<file path="config.mk">
export PLATFORM = sky130hd
export DESIGN_NAME = spwm_carrier_deadtime_core
export DESIGN_NICKNAME = d
export VERILOG_FILES = /design/src/rtl/spwm_carrier_deadtime_core.sv
export SDC_FILE = /design/constraint.sdc
export NUM_CORES = 1
export LEC_CHECK = 0
export CORE_MARGIN = 3
export CORE_UTILIZATION = 45
export CTS_CLUSTER_SIZE = 16
export DETAILED_ROUTE_END_ITERATION = 6
export PLACE_DENSITY = 0.69
export SLEW_MARGIN = 20
export SYNTH_ARGS = -nofsm -noshare
export SYNTH_HDL_FRONTEND = slang
export SYNTH_HIERARCHICAL = 1
export SYNTH_SLANG_ARGS = --single-unit
</file>
<file path="constraint.sdc">
create_clock -name clk -period 3.7 [get_ports clk]
set_input_delay 1.11 -clock clk [delete_from_list [all_inputs] [get_ports clk]]
set_output_delay 1.11 -clock clk [all_outputs]
set_load 0.05 [all_outputs]
</file>
<file path="src/rtl/spwm_carrier_deadtime_core.sv">
// Three-phase sine PWM: ce divider, triangle carrier comparator and
// per-phase complementary gate drive with programmable deadtime.

module spwm_deadtime_phase #(
    parameter int DT_WIDTH = 5
) (
    input  logic                clk,
    input  logic                rst,
    input  logic                i_pwm,
    input  logic [DT_WIDTH-1:0] i_deadtime,
    output logic                o_h,
    output logic                o_l
);

    logic                r_prev;
    logic                r_h;
    logic                r_l;
    logic [DT_WIDTH-1:0] r_dcnt;

    // A zero deadtime also clears any running gap so the new side holds.
    always_ff @(posedge clk) begin
        if (rst) begin
            r_prev <= 1'b0;
            r_h    <= 1'b0;
            r_l    <= 1'b0;
            r_dcnt <= '0;
        end else if (i_pwm != r_prev) begin
            r_prev <= i_pwm;
            if (i_deadtime == '0) begin
                r_h    <= i_pwm;
                r_l    <= ~i_pwm;
                r_dcnt <= '0;
            end else begin
                r_h    <= 1'b0;
                r_l    <= 1'b0;
                r_dcnt <= i_deadtime - DT_WIDTH'(1);
            end
        end else if (r_dcnt != '0) begin
            r_dcnt <= r_dcnt - DT_WIDTH'(1);
            r_h    <= 1'b0;
            r_l    <= 1'b0;
        end else begin
            r_h <= r_prev;
            r_l <= ~r_prev;
        end
    end

    assign o_h = r_h;
    assign o_l = r_l;

endmodule

module spwm_carrier_deadtime_core #(
    parameter int DIV_WIDTH = 16,
    parameter int ACC_WIDTH = 32,
    parameter int SIN_WIDTH = 10,
    parameter int DT_WIDTH  = 5
) (
    input  logic                 clk,
    input  logic                 rst,
    input  logic [DIV_WIDTH-1:0] divider,
    input  logic [ACC_WIDTH-1:0] tuning_word,
    input  logic [DT_WIDTH-1:0]  deadtime,
    input  logic [SIN_WIDTH-1:0] sinA,
    input  logic [SIN_WIDTH-1:0] sinB,
    input  logic [SIN_WIDTH-1:0] sinC,
    output logic                 ce_mod,
    output logic                 pwmA,
    output logic                 pwmB,
    output logic                 pwmC,
    output logic                 AH,
    output logic                 AL,
    output logic                 BH,
    output logic                 BL,
    output logic                 CH,
    output logic                 CL
);

    logic [DIV_WIDTH-1:0] r_cnt;
    logic                 r_ce;
    logic [ACC_WIDTH-1:0] r_acc;
    logic                 r_pwm_a;
    logic                 r_pwm_b;
    logic                 r_pwm_c;
    logic [SIN_WIDTH-1:0] w_ramp;
    logic [SIN_WIDTH-1:0] w_carrier;

    // >= rather than == so a divider lowered below cnt fires immediately.
    always_ff @(posedge clk) begin
        if (rst) begin
            r_cnt <= '0;
            r_ce  <= 1'b0;
        end else if (r_cnt >= divider) begin
            r_cnt <= '0;
            r_ce  <= 1'b1;
        end else begin
            r_cnt <= r_cnt + DIV_WIDTH'(1);
            r_ce  <= 1'b0;
        end
    end

    always_ff @(posedge clk) begin
        if (rst) begin
            r_acc <= '0;
        end else begin
            r_acc <= r_acc + tuning_word;
        end
    end

    // Upper half of the phase folds back down to make the triangle.
    assign w_ramp    = r_acc[ACC_WIDTH-2 -: SIN_WIDTH];
    assign w_carrier = r_acc[ACC_WIDTH-1] ? ~w_ramp : w_ramp;

    always_ff @(posedge clk) begin
        if (rst) begin
            r_pwm_a <= 1'b0;
            r_pwm_b <= 1'b0;
            r_pwm_c <= 1'b0;
        end else begin
            r_pwm_a <= (sinA > w_carrier);
            r_pwm_b <= (sinB > w_carrier);
            r_pwm_c <= (sinC > w_carrier);
        end
    end

    spwm_deadtime_phase #(.DT_WIDTH(DT_WIDTH)) u_dt_a (
        .clk        (clk),
        .rst        (rst),
        .i_pwm      (r_pwm_a),
        .i_deadtime (deadtime),
        .o_h        (AH),
        .o_l        (AL)
    );

    spwm_deadtime_phase #(.DT_WIDTH(DT_WIDTH)) u_dt_b (
        .clk        (clk),
        .rst        (rst),
        .i_pwm      (r_pwm_b),
        .i_deadtime (deadtime),
        .o_h        (BH),
        .o_l        (BL)
    );

    spwm_deadtime_phase #(.DT_WIDTH(DT_WIDTH)) u_dt_c (
        .clk        (clk),
        .rst        (rst),
        .i_pwm      (r_pwm_c),
        .i_deadtime (deadtime),
        .o_h        (CH),
        .o_l        (CL)
    );

    assign ce_mod = r_ce;
    assign pwmA   = r_pwm_a;
    assign pwmB   = r_pwm_b;
    assign pwmC   = r_pwm_c;

endmodule

</file>
==> results by group <==
Pwr
  • Leakage power total: 3.20 nW
  • Cell area power density: 717 nW/µm²
  • Share of total power in sequential cells: approximately a quarter
  • Psw: around 0.0023 W
  • Sw Share: 43.1%
  • Part of the power in the clock network: between 10% and 20%
  • Cell internal pwr: about 0.003 W
  • Max rail drop VDD: about 390 µV
  • Logic gate share of total power: 59.7%

Yosys
  • Synthesized netlist net count: 890
  • Share of synthesized flip-flops with an asynchronous set or reset: 0%
  • Number of synthesized register bits: between 70 and 80
  • Number of enable-type register cells in the synthesized netlist: 0
  • Fraction of the yosys area taken by sequential cells: between 20% and 30%
  • Syn Area/Cell: 8.28 µm²
  • Top cell type's share of synthesized area: 25.5%
  • Cell types with the largest area share after synthesis: dfxtp_1 (26%), ha_1 (18%), xnor2_1 (5.4%), nor2_1 (4.5%), a21oi_1 (4.4%)
  • Post-synth top area cell: dfxtp_1
  • Total standard cell area after synthesis: between 5000 and 6000 µm²
  • Number of cells produced by synthesis: 720
  • Number of distinct library cells after synthesis: 60
  • Warning count from the yosys run: 6
  • Most frequently used flop master after synthesis: dfxtp_1

Finish
  • Layout overhead on the synthesized area: 24.2%
  • Post-route insts no fill: just under 1000
  • Inserted Diodes: 0
  • Post-layout nets: 985
  • Fraction of layout instances using a drive strength above 1: 5.01%

Timing
  • Total setup violations reported at the end of the flow: 0
  • Max-slew headroom: a little under two thirds
  • Max Fclk: between 0.2 and 0.3 GHz
  • Setup clock skew after layout: 6.86 ps
  • Worst slew pin tran: 544 ps
  • Final Max Tran Viols: 0
  • Final hold slack: 482 ps
  • Final hold violation count: 0
  • Period utilisation layout: between 90% and 100%
  • Setup repair after global routing missed its margin: false
  • Minimum clock period: between 3000 and 4000 ps

Worst setup path
  • Crit Path Max Fanout: 4
  • Endpoint class of the critical path: flop
  • Capture instance of the worst register-to-register path: r_acc[20]
  • R2R depth: 8
  • Startpoint class of the critical path: primary input
  • Data required time of the worst path: 3930 ps
  • Reg-to-reg setup timing slack: about 1200 ps
  • Critical path class: primary input to flop
  • Startpoint of the worst register-to-register path: r_acc[0]
  • Setup crit start: tuning_word[0]
  • Arr. time, crit path: 3660 ps
  • End point of the critical path: r_acc[20]

Worst hold path
  • Class of the tightest hold or removal check: flop to flop

CTS
  • CTS tree: done
  • Post-CTS clock slew at the launch and capture registers of the worst setup and hold paths: 60 ps
  • Clock latency reported for the late side of the worst-skew pair: 340 ps
  • Clock sink count: 76
  • Clock Tree Root: clkbuf_16
  • Cts bufs inserted: 9
  • Maximum buffer depth of the clock tree: 2
  • Cts hold-fix bufs: 0
  • H-tree depth: 3
  • Setup repair bufs after CTS: 0
  • CTS resizes: 0

Drt
  • Remaining DRCs: 0
  • Routed wire per std cell: 14.9 µm
  • Final wirelength: 14800 µm
  • Number of vias per cell: 5.56
  • Antenna Violating Nets Remaining: 0
  • Number of vias in the routed layout: roughly 5500
  • Detailed-router iteration count before antenna repair: 4
  • DRT iter0 DRCs: 317

Die
  • Horizontal die dimension: 121 µm
  • Number of rows created at floorplan: 41
  • Initial standard-cell utilization of the core: between 40 and 50%
  • Core Box Area: approximately 13000 µm²
  • Die footprint: 14700 µm²
  • Die boundary height: 121 µm
  • Boundary Pins: 95

Status
  • Result of the run: completed

GRT
  • Aggregate global routing overflow: 0
  • First-pass GRT wire length: 24700 µm
  • Number of global-route vias before repair: ~5400
  • Maximum number of pins on one net before global-route repair: about 40
  • GR Util All Layers: between 20% and 30%
  • Number of antenna violations at the first check in global routing: 0

Place
  • Port Buf Inserts: 94
  • HPWL after detailed placement: 11900 µm
  • Number of cells after detailed placement: 976
  • Routability Congestion: approximately 0.94

Run
  • Max-cap violations: 0
[placed cells by master, fill, tap and decap left out, drive strengths merged, types with 31 or more instances in the layout]
cell and count:
a21oi 53, clkdlybuf4s50 93, dfxtp 76, ha 84
inv 42, nand2 42, nor2 72, nor3 31
xnor2 37
[metrics by stage]
stage	utilization (%)	instance area (µm²)	power [W]	worst slack [ps]	TNS, ps
global placement	55.7	7120	0.00428	-45.4	-112
global route	58.0	7410	0.00576	126	0
detailed placement	55.7	7120	0.00441	-87.8	-367
CTS	58.0	7410	0.00532	268	0
floorplan	-	5960	0.00362	399	0
finish	58.0	7410	0.00532	273	0
[critical path, cell delays in order]
cell	delay [ps]
clkdlybuf4s50_1	410
ha_1	220
fa_1	390
a21o_1	210
a221o_1	350
a41oi_4	290
a21oi_2	130
a31oi_1	210
mux2_1	330
[flip-flops by register name, summed over array words and instances (netlist names), 5 cells and up]
name,count
u_dt_a/r_dcnt,5
u_dt_b/r_dcnt,5
r_cnt,16
u_dt_c/r_dcnt,5
r_acc,32
[power by group through the flow]
| stage | clock [W] | sequential (W) | combinational, W |
|---|---|---|---|
| 6_report | 0.000884 | 0.00126 | 0.00317 |
| 5_1_grt | 0.000935 | 0.00129 | 0.00354 |
| 4_1_cts | 0.000901 | 0.00126 | 0.00316 |
| 3_5_place_dp | 0 | 0.00128 | 0.00313 |
| 3_3_place_gp | 0 | 0.00127 | 0.00301 |
| 2_1_floorplan | 0 | 0.00130 | 0.00233 |
[layer usage]
metal  GRT usage (%)  part of all wire [%]
met2            35.4                    50
met5               0                     0
met1            25.4                    44
met4            6.16                   2.3
met3            4.76                   4.2
[layout make-up]
class | instances | area, µm²
flip-flops and latches | 76 | 1520
repair buffers | 109 | 1050
clock inverters | 4 | 50.0
inverters | 42 | 158
fillers | 1096 | 5370
clock buffers | 11 | 243
multi-input cells | 577 | 4170
well taps | 172 | 215
[cells in the mapped netlist (all sizes together), types with 19 or more instances]
cell and n:
nand3 22, nor2b 20, ha 84, nand2 42, o21ai 25, inv 42
dfxtp 76, a21o 25, nor2 72, xnor2 37, a21oi 53, nor3 31
xor2 19
[kinds of logic (layout without fill, tap and decap cells)]
logic type	count (synthesis)	after routing	share of synthesized area, %
XOR/XNOR	56	56	8.22
AO/OA/AOI/OAI	172	172	19.2
buffers and inverters	67	166	4.53
adder cells (fa/ha/maj)	85	85	18.0
flip-flops	76	76	25.5
multiplexers	17	17	3.00
AND/OR/NAND/NOR	247	247	21.5
[how the worst min path moves through the flow]
stage,from,endpoint,slack (ps),cells past startpoint
after floorplan,r_cnt[0],r_cnt[0],440,1
after global placement,r_cnt[0],r_cnt[0],460,1
after detailed placement,r_cnt[0],r_cnt[0],470,1
after CTS,r_cnt[0],r_cnt[0],490,1
after global routing,r_cnt[0],r_cnt[0],510,1
final,r_cnt[0],r_cnt[0],480,1
No activity file was read; power rests on OpenSTA's default activity.
